===== src/rtl/gate_sweep_ctrl.sv =====
// Sweeps every input vector into a gate-under-test, samples its output after a settle
// time and checks the truth table. Define GATE_SWEEP_ABORT_EN to stop at the first mismatch.
module gate_sweep_ctrl #(
  parameter int N_IN   = 2,
  parameter int SETTLE = 2,
  localparam int V     = 1 << N_IN
) (
  input  logic            clk,
  input  logic            rst,
  input  logic            start,
  input  logic [V-1:0]    expected,
  output logic [N_IN-1:0] gate_in,
  input  logic            gate_out,
  output logic            busy,
  output logic            done,
  output logic            pass,
  output logic [V-1:0]    truth,
  output logic [N_IN:0]   err_count
);

  localparam int CW = (SETTLE > 1) ? $clog2(SETTLE) : 1;
  localparam logic [CW-1:0] SETTLE_LAST = CW'(SETTLE - 1);

  typedef enum logic [1:0] {
    S_IDLE,
    S_SETTLE,
    S_SAMPLE,
    S_DONE
  } state_t;

  state_t          r_state, w_state_nxt;
  logic [N_IN-1:0] r_idx, w_idx_nxt;
  logic [CW-1:0]   r_cnt, w_cnt_nxt;
  logic [V-1:0]    r_exp, w_exp_nxt;
  logic [N_IN-1:0] r_gate_in, w_gate_in_nxt;
  logic            r_busy, w_busy_nxt;
  logic            r_done, w_done_nxt;
  logic            r_pass, w_pass_nxt;
  logic [V-1:0]    r_truth, w_truth_nxt;
  logic [N_IN:0]   r_err, w_err_nxt;
  logic            w_mis;
  logic            w_last;

  always_ff @(posedge clk or posedge rst) begin
    if (rst) begin
      r_state   <= S_IDLE;
      r_idx     <= '0;
      r_cnt     <= '0;
      r_exp     <= '0;
      r_gate_in <= '0;
      r_busy    <= 1'b0;
      r_done    <= 1'b0;
      r_pass    <= 1'b0;
      r_truth   <= '0;
      r_err     <= '0;
    end else begin
      r_state   <= w_state_nxt;
      r_idx     <= w_idx_nxt;
      r_cnt     <= w_cnt_nxt;
      r_exp     <= w_exp_nxt;
      r_gate_in <= w_gate_in_nxt;
      r_busy    <= w_busy_nxt;
      r_done    <= w_done_nxt;
      r_pass    <= w_pass_nxt;
      r_truth   <= w_truth_nxt;
      r_err     <= w_err_nxt;
    end
  end

  always_comb begin
    w_state_nxt   = r_state;
    w_idx_nxt     = r_idx;
    w_cnt_nxt     = r_cnt;
    w_exp_nxt     = r_exp;
    w_gate_in_nxt = r_gate_in;
    w_busy_nxt    = r_busy;
    w_done_nxt    = 1'b0;
    w_pass_nxt    = r_pass;
    w_truth_nxt   = r_truth;
    w_err_nxt     = r_err;
    w_mis         = 1'b0;
    w_last        = 1'b0;

    case (r_state)
      S_IDLE: begin
        if (start) begin
          w_exp_nxt     = expected;
          w_truth_nxt   = '0;
          w_err_nxt     = '0;
          w_pass_nxt    = 1'b0;
          w_idx_nxt     = '0;
          w_gate_in_nxt = '0;
          w_cnt_nxt     = '0;
          w_busy_nxt    = 1'b1;
          w_state_nxt   = S_SETTLE;
        end
      end
      S_SETTLE: begin
        if (r_cnt == SETTLE_LAST) begin
          w_state_nxt = S_SAMPLE;
        end else begin
          w_cnt_nxt = r_cnt + 1'b1;
        end
      end
      S_SAMPLE: begin
        w_truth_nxt[r_idx] = gate_out;
        w_mis              = (gate_out != r_exp[r_idx]);
        if (w_mis) begin
          w_err_nxt = r_err + 1'b1;
        end
`ifdef GATE_SWEEP_ABORT_EN
        w_last = w_mis || (r_idx == '1);
`else
        w_last = (r_idx == '1);
`endif
        if (w_last) begin
          // done is registered on entry so its pulse coincides with the DONE state
          w_busy_nxt  = 1'b0;
          w_done_nxt  = 1'b1;
          w_state_nxt = S_DONE;
        end else begin
          w_idx_nxt     = r_idx + 1'b1;
          w_gate_in_nxt = r_idx + 1'b1;
          w_cnt_nxt     = '0;
          w_state_nxt   = S_SETTLE;
        end
      end
      S_DONE: begin
        w_pass_nxt  = (r_err == '0);
        w_state_nxt = S_IDLE;
      end
      default: w_state_nxt = S_IDLE;
    endcase
  end

  assign gate_in   = r_gate_in;
  assign busy      = r_busy;
  assign done      = r_done;
  assign pass      = r_pass;
  assign truth     = r_truth;
  assign err_count = r_err;

endmodule


===== config.mk =====
export PLATFORM = sky130hd
export DESIGN_NAME = gate_sweep_ctrl
export DESIGN_NICKNAME = d
export VERILOG_FILES = /design/src/rtl/gate_sweep_ctrl.sv
export SDC_FILE = /design/constraint.sdc
export NUM_CORES = 1
export LEC_CHECK = 0
export ABC_AREA = 0
export CAP_MARGIN = 10
export CORE_MARGIN = 2
export CORE_UTILIZATION = 25
export DETAILED_ROUTE_END_ITERATION = 12
export GPL_TIMING_DRIVEN = 0
export PLACE_DENSITY = 0.51
export SYNTH_ARGS = -nofsm -noshare
export SYNTH_HDL_FRONTEND = slang
export SYNTH_SLANG_ARGS = --single-unit
export TNS_END_PERCENT = 20

===== constraint.sdc =====
create_clock -name clk -period 1.75 [get_ports clk]
set_input_delay 0.2625 -clock clk [delete_from_list [all_inputs] [get_ports clk]]
set_output_delay 0.2625 -clock clk [all_outputs]
set_load 0.05 [all_outputs]

[Yosys cells after proc, flatten, opt, wreduce, memory -nomap -nowiden]
Cells that the tools add are included.
Operators by class
  equality and inequality tests: 10
  multipliers: 0
  reduce and logical (&&, ||, !) cells: 14
  div/mod/pow operators: 0
  bitwise operators: 0
  order comparisons: 2
  add/sub/neg operators: 3
  muxes and demuxes: 27
  shifts and indexed selects: 0
Operators with widths (count)
  3-bit AND reduction: 4
  2-bit 2-to-1 mux: 5
  2-bit != test, second input constant: 5
  1-bit 2-to-1 mux: 9
  2-bit case mux with 4 select lines: 1
  4-bit case mux with 2 select lines: 1
  2-bit AND reduction: 4
  2-bit equality test, second input constant: 3
  3-bit 2-to-1 mux: 2
  3-bit case mux with 2 select lines: 1
  4-bit bitwise mux: 1
  4-bit 2-to-1 mux: 1
  1-bit case mux with 2 select lines: 2
  2-bit case mux with 2 select lines: 1
  2-bit nonzero test: 2
  3-bit by 1-bit adder with 3-bit output, second input constant: 1
  3-bit logical NOT: 1
  2-bit by 3-bit < comparator with 1-bit output, second input constant: 1
  1-bit case mux with 3 select lines: 1
  3-bit nonzero test: 1
  2-bit by 1-bit adder with 2-bit output, second input constant: 1
  1-bit binary-select mux with 2-bit select: 1
  1-bit demux with 2-bit select: 1
  2-bit by 1-bit equality test with 1-bit output, second input constant: 1
  other kinds (5): 5
Storage, ports and cells
  latch bits: 0
  bits in read-only memories: 0
  register bits: 19
  bits in writable memories: 0
  memories: 0
  logic and storage cells: 65
  bits of input ports: 8

[Logic depth before layout (Yosys ltp)]
  word-level depth: 6
  gate-level depth with buffers: 5
  depth with buffers taken out: 5

[Worst setup path after synthesis]
Ideal clock, no wire load.
  path type: register to register
  start point: register gate_in[0] (netlist name)
  end point: register r_err[2] (netlist: err_count[2])
  arrival: 1824 ps
  setup slack: -153 ps
  cell stages (with the launch flop): 5
  setup time: 79 ps
  buffers on the path: 0
  cells stage by stage: dfrtp_1 -> mux4_2 -> xnor2_2 -> nand2b_1 -> mux2i_1
RTL lines
  end signal, assigned: line 66  | r_err <= w_err_nxt;
  end, declared: line 40  | logic [N_IN:0] r_err, w_err_nxt;

[Final worst setup path]
  start point: register r_truth[1] (netlist: truth[1])
  end point: output truth[1]
RTL lines
  start, declared: line 39  | logic [V-1:0] r_truth, w_truth_nxt;
  start signal, assigned: line 65  | r_truth <= w_truth_nxt;
  end, declared: line 17  | output logic [V-1:0] truth,
No word-level cell between the ends.

==> flow_summary.toml <==
[routing]
dr.pass1.iters = 4
viasPerCell = 4.384
routed_wl_mm = 1.880
drc = 0
ant_nets = 0
drtIter0Drc = 31
vias = 697
wl_per_cell_um = 11.82

[synthesis]
synth.area.top_cells = "dfrtp_1 51%, ha_1 8.0%, o21ai_0 4.8%, mux2_2 4.8%, mux2i_1 4.3%"
synth-adder-area-share = 0.07979
yosysMostFrequentCell = "dfrtp_1"
synthDistinctLibCells = 24
synth_ff_type = "dfrtp_1"
syn_area_per_cell_um2 = 10.69
synth_seq_area_share = 0.5053
muxShareOfSynthArea = 0.1144
synth.top_cells.by_count = "19 x dfrtp_1, 10 x inv_1, 9 x o21ai_0"
synth_edf_count = 0
synth_area_um2 = 940.9
yosysTopAreaCell = "dfrtp_1"
synthesis.nets = 102
synthCells = 88
synth_top_family_by_area = "compound AO/OA/AOI/OAI gates"
ys_seq_elements = 19
synth_xor_area_frac = 0.01729
yosys.area_share.simple = 0.09441
synth_warnings = 0
async_flop_share = 1.000
synth_compound_area_frac = 0.1410
synth.top_cell.area_share = 0.5053

[global_route]
grt_pass1_wl_mm = 3.187
grt_pass1_vias = 701
grt_usage = 0.09858
gr-total-overflow = 0
antenna_found_initial = 0
grt_max_degree = 20

[floorplanning]
die-area_um2 = 4271
fp-row-count = 22
die_w_um = 65.35
core_um2 = 3633
die_h_um = 65.35
initial_core_util = 0.2590
io_pins = 20

[timing]
finalHoldViolCount = 0
setup_viol = 0
rsz0062_at_grt = "false"
drv_slew = 0
tightestPinTransition_ns = 0.7522
fin_crit_sh = 0.9719
fmax_ghz = 0.5880
setup_ws_ns = 0.04923
slew_headroom = 0.4980
fin_tns_setup_ns = 0
fin_skew_ns = 0.001934
min_period_ns = 1.701

[place]
gp_congestion = 0.7280
dp_cells = 155
place_hpwl_mm = 1.378
place_area_um2 = 1192
port_buffers = 19
post-place-ws_ns = 0.07380

[setup_path]
critPathCapture = "truth[1]"
r2r-end = "err_count[2]$_DFFE_PP0P_"
cp-end-kind = "output pin"
required_ns = 1.49
worst-setup-path-type = "flop to output pin"
max_stage_delay_ns = 0.81
reg2reg_setup_slack_ns = 0.10
r2r-start = "gate_in[0]$_DFFE_PP0P_"
cp-start-kind = "flop"
crit_family = "buffers and inverters"
worst-path-max-fanout = 3
cp_slowest_cell = "clkdlybuf4s50_1"
crit_cells = 1
cp_num_buf_inv = 1
worstPathCellList = "clkdlybuf4s50_1"
worst_r2r_path_depth = 4
crit_path_start = "truth[1]$_DFFE_PP0P_"
cp.arrival_ns = 1.44

[final_layout]
postLayoutCellArea_um2 = 1236
diodes = 0
stdcell_count = 159
syn2layout_area_growth_pct = 31.38
drive_gt1_frac = 0.1081
num-nets-final = 126

[clocking]
cts_setup_buffers = 0
path_clk_slew_ns = 0.07
cts_max_level = 1
cts_tree = "yes"
clock_latency_ns = 0.26
clock-sinks = 19
cts-root-buf = "clkbuf_8"
cts_hold_buffers = 0
cts_buffers = 3
clockBufferDepth = 2

[power]
peakVddDrop_v = 0.0003559
power.density_nw_per_um2 = 1653
leakagePower_uw = 0.0005584
total_power_uw = 2043

[flow_run]
cap_viol_max_count = 0

[status]
outcome = "complete, no violations"

[worst_hold_path]
worst_hold_path_type = "input port to async pin"
## timing repair
action                                  in CTS  in global routing
endpoints found under the setup margin       4                  1
resized for setup                            4                  1
endpoints found under the hold margin        0                  0
## worst register-to-register path: cells and delay by family, from the launching register on
family                    cells  cell delay (ns)
and+or+nand+nor               1             0.16
xor gates and xnor gates      1             0.25
DFF                           1             0.45
muxes                         2             0.72
## routing by layer
metal / GRT usage / up-vias / routed length (µm)
met4: 0.04688 / 0 / 32
met5: 0 / - / 0
met2: 0.1696 / 12 / 939
li1: - / 344 / -
met1: 0.1135 / 336 / 848
met3: 0.02568 / 5 / 60
## cell type report
cell class	count	area, µm²
Buffer	2	7.507
Clock inverter	1	5.005
Sequential cell	19	476.7
Clock buffer	3	41.29
Fill cell	391	2397
Tap cell	48	60.06
Inverter	10	37.54
Timing Repair Buffer	19	187.7
Multi-Input combinational cell	57	420.4
## flip-flops by register name, summed over array words and instances, names as in the netlist
signal / flops
busy: 1
done: 1
err_count: 3
gate_in: 2
pass: 1
r_cnt: 1
r_exp: 4
r_state: 2
truth: 4
## placed cells by master (no fill, tap or decap), types with 2 or more instances in the layout
| cell | Yosys | final |
|---|---|---|
| a21oi_1 | 6 | 6 |
| clkbuf_1 | 2 | 2 |
| clkbuf_8 | 0 | 3 |
| clkdlybuf4s50_1 | 0 | 14 |
| dfrtp_1 | 19 | 18 |
| dlygate4sd2_1 | 0 | 4 |
| ha_1 | 6 | 6 |
| inv_1 | 10 | 10 |
| mux2_2 | 4 | 4 |
| mux2i_1 | 4 | 4 |
| nand2_1 | 7 | 7 |
| nand2b_1 | 4 | 4 |
| nor2_1 | 4 | 4 |
| o21ai_0 | 9 | 9 |
## cell families after synthesis
logic type | after synthesis
flip-flops | 19
multiplexers | 9
adder cells (fa/ha/maj) | 6
XOR/XNOR | 1
AND/OR/NAND/NOR | 19
AO/OA/AOI/OAI | 22
buffers and inverters | 12
## worst min path at each step
stage / startpoint / endpoint / cells past startpoint
global placement: busy$_DFFE_PP0P_ / busy$_DFFE_PP0P_ / 1
CTS: rst / err_count[2]$_DFFE_PP0P_ / 2
detailed placement: busy$_DFFE_PP0P_ / busy$_DFFE_PP0P_ / 1
floorplan: rst / busy$_DFFE_PP0P_ / 1
global route: rst / done$_DFF_PP0_ / 2
finish: rst / done$_DFF_PP0_ / 2
## power by group
group          leakage [µW]  internal [µW]  switching [µW]
logic              0.000292            394             614
registers          0.000241            595             129
clock network     0.0000255            158             153
total              0.000558           1150             896
## per-stage QoR
step                      hold WS [ns]  utilization
after floorplan                 0.2136            -
after global placement          0.4662       0.3282
after detailed placement        0.4739       0.3282
after CTS                       0.4664       0.3395
after global routing            0.4944       0.3402
final                           0.4331       0.3402
Power figures use the tool's default switching activity.
